`config.mk`:
```
export PLATFORM = sky130hd
export DESIGN_NAME = adder_rr_scheduler_flat
export DESIGN_NICKNAME = d
export VERILOG_FILES = /design/src/rtl/adder_rr_scheduler_pkg.sv /design/src/rtl/adder_rr_scheduler_if.sv /design/src/rtl/adder_rr_scheduler_rr_arbiter.sv /design/src/rtl/adder_rr_scheduler.sv /design/src/flat_wrapper.sv
export SDC_FILE = /design/constraint.sdc
export NUM_CORES = 1
export LEC_CHECK = 0
export BUFFER_PORTS_ARGS = -buffer_cell sky130_fd_sc_hd__buf_4
export CORE_AREA = 3 3 161 163
export CTS_CLUSTER_SIZE = 16
export DETAILED_ROUTE_END_ITERATION = 7
export DIE_AREA = 0 0 164 166
export PLACE_DENSITY = 0.52
export SYNTH_ARGS = -nofsm -noshare
export SYNTH_HDL_FRONTEND = slang
export SYNTH_SLANG_ARGS = --single-unit
```
`constraint.sdc`:
```
create_clock -name clk -period 10 [get_ports clk]
set_input_delay 2 -clock clk [delete_from_list [all_inputs] [get_ports clk]]
set_output_delay 2 -clock clk [all_outputs]
set_load 0.1 [all_outputs]
```
`src/rtl/adder_rr_scheduler_pkg.sv`:
```
// Shared types and defaults for the adder round-robin scheduler.
package adder_rr_scheduler_pkg;
  localparam int ADD_W       = 32;
  localparam int ADD_LAT_DEF = 4;
  localparam int MAX_IDW     = 3;   // covers up to 8 requesters

  typedef struct packed {
    logic               v;
    logic [MAX_IDW-1:0] id;
  } tag_t;
endpackage

```
`src/rtl/adder_rr_scheduler_if.sv`:
```
// Client-side request/response bundle for the shared adder scheduler.
interface adder_rr_scheduler_if #(
  parameter int N = 4,
  parameter int W = 32
);
  logic [N-1:0]        req_valid;
  logic [N-1:0]        req_ready;
  logic [N-1:0][W-1:0] req_a;
  logic [N-1:0][W-1:0] req_b;
  logic [N-1:0]        req_cin;
  logic                hold;
  logic [N-1:0]        rsp_valid;
  logic [W-1:0]        rsp_sum;
  logic                rsp_cout;

  modport master (output req_valid, req_a, req_b, req_cin, hold,
                  input  req_ready, rsp_valid, rsp_sum, rsp_cout);
  modport slave  (input  req_valid, req_a, req_b, req_cin, hold,
                  output req_ready, rsp_valid, rsp_sum, rsp_cout);
endinterface

```
`src/rtl/adder_rr_scheduler_rr_arbiter.sv`:
```
// N-way round-robin arbiter: combinational grant starting at rr_ptr,
// pointer moves one past the winner on each grant.
module adder_rr_scheduler_rr_arbiter #(
  parameter int N   = 4,
  parameter int IDW = $clog2(N)
)(
  input  logic           clk,
  input  logic           rst_n,
  input  logic           en,
  input  logic [N-1:0]   req,
  output logic [N-1:0]   gnt,
  output logic [IDW-1:0] gnt_id,
  output logic           gnt_vld
);
  logic [IDW-1:0] rr_ptr_q, rr_ptr_d;
  logic [IDW-1:0] idx;

  always_comb begin
    gnt     = '0;
    gnt_id  = '0;
    gnt_vld = 1'b0;
    idx     = '0;
    if (en) begin
      for (int k = 0; k < N; k++) begin
        idx = IDW'((int'(rr_ptr_q) + k) % N);
        if (!gnt_vld && req[idx]) begin
          gnt_vld  = 1'b1;
          gnt_id   = idx;
          gnt[idx] = 1'b1;
        end
      end
    end
    rr_ptr_d = rr_ptr_q;
    if (gnt_vld) rr_ptr_d = (int'(gnt_id) == N-1) ? '0 : gnt_id + 1'b1;
  end

  always_ff @(posedge clk or negedge rst_n) begin
    if (!rst_n) rr_ptr_q <= '0;
    else        rr_ptr_q <= rr_ptr_d;
  end
endmodule

```
`src/rtl/adder_rr_scheduler.sv`:
```
// Shares one fixed-latency pipelined adder among N requesters; a tag pipe
// follows each op through the adder and routes the result back to its owner.
module adder_rr_scheduler
  import adder_rr_scheduler_pkg::*;
#(
  parameter int N       = 4,
  parameter int W       = ADD_W,
  parameter int ADD_LAT = ADD_LAT_DEF,
  parameter int IDW     = $clog2(N)
)(
  input  logic                 clk,
  input  logic                 rst_n,
  adder_rr_scheduler_if.slave  bus,
  output logic [W-1:0]         add_a,
  output logic [W-1:0]         add_b,
  output logic                 add_cin,
  input  logic [W-1:0]         add_sum,
  input  logic                 add_cout,
  output logic                 busy,
  output logic [15:0]          issue_cnt
);
  logic [N-1:0]   gnt;
  logic [IDW-1:0] gnt_id;
  logic           acc;

  // Gating with rst_n keeps req_ready low while reset is asserted.
  adder_rr_scheduler_rr_arbiter #(.N(N), .IDW(IDW)) u_arb (
    .clk     (clk),
    .rst_n   (rst_n),
    .en      (~bus.hold & rst_n),
    .req     (bus.req_valid),
    .gnt     (gnt),
    .gnt_id  (gnt_id),
    .gnt_vld (acc)
  );
  assign bus.req_ready = gnt;

  logic [W-1:0]       add_a_q, add_a_d, add_b_q, add_b_d;
  logic               add_cin_q, add_cin_d;
  tag_t [ADD_LAT:0]   tag_q, tag_d;
  tag_t               tag_in;
  logic [N-1:0]       rsp_valid_q, rsp_valid_d;
  logic [W-1:0]       rsp_sum_q, rsp_sum_d;
  logic               rsp_cout_q, rsp_cout_d;
  logic [15:0]        issue_cnt_q, issue_cnt_d;

  // Tag pipe is one stage longer than the adder so the tag lines up with
  // the sum in the cycle the response registers capture it.
  always_comb begin
    add_a_d   = '0;
    add_b_d   = '0;
    add_cin_d = 1'b0;
    if (acc) begin
      add_a_d   = bus.req_a[gnt_id];
      add_b_d   = bus.req_b[gnt_id];
      add_cin_d = bus.req_cin[gnt_id];
    end
    tag_in.v    = acc;
    tag_in.id   = MAX_IDW'(gnt_id);
    tag_d       = {tag_q[ADD_LAT-1:0], tag_in};
    rsp_valid_d = tag_q[ADD_LAT].v ? (N'(1) << tag_q[ADD_LAT].id) : '0;
    rsp_sum_d   = add_sum;
    rsp_cout_d  = add_cout;
    issue_cnt_d = issue_cnt_q + {15'b0, (acc && issue_cnt_q != 16'hFFFF)};
  end

  always_ff @(posedge clk or negedge rst_n) begin
    if (!rst_n) begin
      add_a_q     <= '0;
      add_b_q     <= '0;
      add_cin_q   <= 1'b0;
      tag_q       <= '0;
      rsp_valid_q <= '0;
      rsp_sum_q   <= '0;
      rsp_cout_q  <= 1'b0;
      issue_cnt_q <= '0;
    end else begin
      add_a_q     <= add_a_d;
      add_b_q     <= add_b_d;
      add_cin_q   <= add_cin_d;
      tag_q       <= tag_d;
      rsp_valid_q <= rsp_valid_d;
      rsp_sum_q   <= rsp_sum_d;
      rsp_cout_q  <= rsp_cout_d;
      issue_cnt_q <= issue_cnt_d;
    end
  end

  always_comb begin
    busy = |rsp_valid_q;
    for (int k = 0; k <= ADD_LAT; k++) busy = busy | tag_q[k].v;
  end

  assign add_a         = add_a_q;
  assign add_b         = add_b_q;
  assign add_cin       = add_cin_q;
  assign bus.rsp_valid = rsp_valid_q;
  assign bus.rsp_sum   = rsp_sum_q;
  assign bus.rsp_cout  = rsp_cout_q;
  assign issue_cnt     = issue_cnt_q;
endmodule

```
`src/flat_wrapper.sv`:
```
// flat-port wrapper written by rule: the top's interface ports become plain ports
module adder_rr_scheduler_flat import adder_rr_scheduler_pkg::*;
#(
  parameter int N       = 4,
  parameter int W       = ADD_W,
  parameter int ADD_LAT = ADD_LAT_DEF,
  parameter int IDW     = $clog2(N)
)
  (clk, rst_n, add_a, add_b, add_cin, add_sum, add_cout, busy, issue_cnt, bus_req_valid, bus_req_a, bus_req_b, bus_req_cin, bus_hold, bus_req_ready, bus_rsp_valid, bus_rsp_sum, bus_rsp_cout);
  adder_rr_scheduler_if #(.N(N), .W(W)) bus_i ();
  input  logic clk;
  input  logic rst_n;
  output logic [W-1:0] add_a;
  output logic [W-1:0] add_b;
  output logic add_cin;
  input  logic [W-1:0] add_sum;
  input  logic add_cout;
  output logic busy;
  output logic [15:0] issue_cnt;
  input wire logic [$bits(bus_i.req_valid)-1:0] bus_req_valid;
  input wire logic [$bits(bus_i.req_a)-1:0] bus_req_a;
  input wire logic [$bits(bus_i.req_b)-1:0] bus_req_b;
  input wire logic [$bits(bus_i.req_cin)-1:0] bus_req_cin;
  input wire logic [$bits(bus_i.hold)-1:0] bus_hold;
  output wire logic [$bits(bus_i.req_ready)-1:0] bus_req_ready;
  output wire logic [$bits(bus_i.rsp_valid)-1:0] bus_rsp_valid;
  output wire logic [$bits(bus_i.rsp_sum)-1:0] bus_rsp_sum;
  output wire logic [$bits(bus_i.rsp_cout)-1:0] bus_rsp_cout;
  assign bus_i.req_valid = bus_req_valid;
  assign bus_i.req_a = bus_req_a;
  assign bus_i.req_b = bus_req_b;
  assign bus_i.req_cin = bus_req_cin;
  assign bus_i.hold = bus_hold;
  assign bus_req_ready = bus_i.req_ready;
  assign bus_rsp_valid = bus_i.rsp_valid;
  assign bus_rsp_sum = bus_i.rsp_sum;
  assign bus_rsp_cout = bus_i.rsp_cout;
  adder_rr_scheduler #(.N(N), .W(W), .ADD_LAT(ADD_LAT), .IDW(IDW)) u_core (.clk(clk), .rst_n(rst_n), .bus(bus_i), .add_a(add_a), .add_b(add_b), .add_cin(add_cin), .add_sum(add_sum), .add_cout(add_cout), .busy(busy), .issue_cnt(issue_cnt));
endmodule
```
==> key figures <==
Clock tree
  • Num CTS Buffers: 17
  • Register clock-pin slew on the reported worst setup and hold paths: roughly 0.06 ns
  • Post-CTS Hold Buffers: 0
  • Root buffer cell: clkbuf_16
  • Post-CTS sizing: 0
  • Clk_lat worst skew: between 0.4 and 0.5 ns
  • TritonCTS clock tree: built
  • Max clock buf depth: 2
  • Sink Count: about 140
  • CTS H-tree depth: 4
  • Postcts setup bufs: 0

Routing
  • Routed Antenna Nets: 0
  • DR WL/cell: around 19 µm
  • Via count: 5801
  • DR vias/cell: ~4.5
  • Remaining DRCs: 0
  • WL final: around 25000 µm
  • Starting DRT DRC Count: 168
  • Pre-Repair DR Iteration Count: 4

GRT
  • GRT Max-Usage Layer: met2
  • Met3 Use GR: 0.08107
  • Initial antenna violation count: 1
  • Global-route track usage on met2: 0.3157
  • First-pass GRT wire length: around 37000 µm
  • Vias in the first global route: just over 6000
  • Met1 usage: 0.1936
  • Largest net degree at the start of global routing: roughly 80
  • Gr ovfl total: 0
  • Gr usage total: 0.1787

Yosys
  • Netlist cell types: 38
  • Post-synth top area share: 0.5519
  • Synth area leader: dfrtp_1
  • Synth warnings: 0
  • Seq/Total Area, Yosys: 0.5519
  • Cells after Synth: ~550
  • Synth top area cells: dfrtp_1 55%, mux2i_1 11%, o221ai_1 9.3%, nand2_1 4.6%, inv_1 4.3%
  • Cell area after synthesis: approximately 6000 µm²
  • Syn_nets: 859
  • Avg Cell Area, Syn: approximately 11 µm²
  • Seq cells post-synth: 135

Layout
  • # diodes: 0
  • Layout net count: between 1000 and 1500
  • Share of cells above drive strength 1: 0.4790
  • Final Util: 0.4158
  • Fillcell total: ~2500
  • Layout overhead on the synthesized area: 66.17%
  • Design area: just over 10000 µm²

Timing
  • Fin crit share: 0.5693
  • Slew HR: 0.4268
  • Setup TNS: 0 ns
  • WHS: between 0.3 and 0.4 ns
  • Fin. Hold Viols: 0
  • Fin Clk Skew: between 0.01 and 0.015 ns
  • Final Max Slew Viols: 0
  • Final setup fails: 0
  • Final Worst Setup Slack: 4.307 ns
  • Minimum clock period after layout: ~5.7 ns
  • Worst Max-Slew Pin Slew: between 0.8 and 0.9 ns
  • RSZ-0062 raised after global routing: no
  • Max Freq: ~180 MHz

Floorplanning
  • Chip height: ~170 µm
  • Die ar.: between 20000 and 30000 µm²
  • Core Area: 24460 µm²
  • Die X: 164 µm
  • Site Rows: 57
  • Number of I/O pins: around 420
  • Initial core utilization: 0.2502

Min path
  • Worst hold start: u_core.tag_d[12]
  • HP Class: flop to flop

Place
  • Worst slack, placed: approximately 4.3 ns
  • Area after DPL: ~9600 µm²
  • Routability Congestion: ~0.80
  • IO buf count: roughly 420
  • DP HPWL: 19180 µm

Worst setup path
  • CP Buf/Inv Count: 2
  • Cell family with most CP delay: multiplexers
  • Arrival @ worst endpoint: 3.69 ns
  • Slowest cell on crit path: mux4_2
  • CP Launch Type: primary input
  • Crit end category: primary output
  • Worst-path fanout max: 9
  • Slowest stage delay, CP: around 0.54 ns
  • Critical Path Source: bus_req_valid[2]
  • R2R Path Start: u_core.u_arb.rr_ptr_q[0]
  • CP required: 8.00 ns
  • Setup CP Type: primary input to primary output
  • Crit-path cells: buf_4 -> mux4_2 -> nor2b_1 -> a22oi_1 -> nor2_1 -> a221oi_1 -> nor2_1 -> buf_4

Power and ir drop
  • Flop pwr share: 0.282
  • Int Power: about 0.0013 W
  • Pwr dens: roughly 240 nW/µm²
  • Sw Ratio: 0.4622
  • Psw: roughly 0.0011 W
  • Leak pwr: about 5.2 nW
  • VDD IR-drop max: approximately 0.11 mV
  • Combinational fraction of design power: 0.451
  • Clock power share: 0.267

Run
  • Max Cap Violations: 0

Outcome
  • Status: complete, no violations
==> logic make-up after synthesis <==
family | share of synthesized area
AOI/OAI and AO/OA | 0.1224
xor gates and xnor gates | 0.02003
adders and majority gates | 0.02249
buffers and inverters | 0.07359
DFF | 0.5519
muxes | 0.1222
and+or+nand+nor | 0.08728
==> flip-flops by register name (all words and copies together), names as in the netlist <==
| register | flops |
|---|---|
| u_core.add_a | 32 |
| u_core.add_b | 32 |
| u_core.add_cin | 1 |
| u_core.bus.rsp_cout | 1 |
| u_core.bus.rsp_sum | 32 |
| u_core.bus.rsp_valid | 4 |
| u_core.issue_cnt | 16 |
| u_core.tag_d | 12 |
| u_core.tag_q | 3 |
| u_core.u_arb.rr_ptr_q | 2 |
==> placed cells by master (no fill, tap or decap), types with 5 or more instances in the layout <==
master	instances
clkbuf_16	17
inv_6	6
mux2i_1	68
dfrtp_1	135
o21ai_0	5
nor2_1	18
nand2_1	73
buf_4	428
nand3_1	7
xnor2_1	12
o221ai_1	65
ha_1	11
inv_1	70
==> cell type report <==
| type | count | area (µm²) | area share |
|---|---|---|---|
| Clock buffer | 18 | 429.2 | 0.04219 |
| Timing Repair Buffer | 429 | 3224 | 0.3170 |
| Tap cell | 324 | 405.4 | 0.03986 |
| Inverter | 70 | 262.8 | 0.02583 |
| Multi-Input combinational cell | 309 | 2311 | 0.2272 |
| Clock inverter | 14 | 160.2 | 0.01575 |
| Sequential cell | 135 | 3378 | 0.3321 |
==> per-layer routing <==
layer  routed length [µm]  vias up
met4                  329        2
met5                   13        -
met1                 9048     2731
li1                     -     2747
met3                 2868       22
met2                12800      299
==> worst register-to-register path: stages, from the launching register on <==
cell      delay, ns
dfrtp_1        0.78
inv_1          0.22
ha_1           0.48
mux4_2         0.61
nor2b_1        0.30
o21ai_1        0.17
a21oi_4        0.21
buf_4          0.41
buf_4          0.76
mux2i_1        0.40
o221ai_1       0.16
==> synth_stat cells <==
| cell type | count |
|---|---|
| a211o_1 | 1 |
| a211oi_1 | 2 |
| a21oi_1 | 4 |
| a21oi_2 | 1 |
| a221oi_1 | 4 |
| a22oi_1 | 4 |
| and3_1 | 3 |
| and3b_1 | 2 |
| and4_1 | 2 |
| buf_1 | 3 |
| buf_2 | 6 |
| buf_4 | 3 |
| buf_6 | 1 |
| buf_8 | 3 |
| clkbuf_1 | 18 |
| dfrtp_1 | 135 |
| ha_1 | 11 |
| inv_1 | 70 |
| mux2i_1 | 68 |
| mux4_2 | 3 |
| nand2_1 | 75 |
| nand2b_1 | 3 |
| nand3_1 | 7 |
| nand4_1 | 4 |
| nor2_1 | 18 |
| nor2b_1 | 2 |
| nor3_1 | 2 |
| nor3b_1 | 2 |
| nor4_1 | 1 |
| nor4b_1 | 1 |
| o21a_1 | 2 |
| o21ai_0 | 5 |
| o21ai_1 | 1 |
| o221ai_1 | 65 |
| o311ai_0 | 1 |
| o41ai_1 | 1 |
| xnor2_1 | 12 |
| xor2_1 | 2 |
==> path summary, 6_finish.rpt <==
path,endpoint,slack [ns],depth (start not counted)
setup reg to reg,u_core.add_a[4],5.35,10
hold / removal,u_core.tag_d[16],0.35,0
setup / recovery,bus_req_ready[3],4.31,8
min in group asynchronous,u_core.bus.rsp_sum[12],1.58,1
hold reg to reg,u_core.tag_d[16],0.35,0
max in group asynchronous,u_core.add_b[27],7.06,2
==> power by group through the flow <==
stage | sequential (W) | clock [W] | combinational (W)
finish | 0.000682 | 0.000644 | 0.00109
global route | 0.000692 | 0.000687 | 0.00114
CTS | 0.000683 | 0.000661 | 0.00110
detailed placement | 0.000692 | 0 | 0.00110
global placement | 0.000691 | 0 | 0.00110
floorplan | 0.00118 | 0 | 0.000295
==> metrics by stage <==
stage                     power, W  instances
after global routing      0.002521       1299
after CTS                 0.002444       1299
final                     0.002415       1299
after global placement    0.001790       1267
after detailed placement  0.001790       1267
after floorplan           0.001474        548
Power figures use the tool's default switching activity.
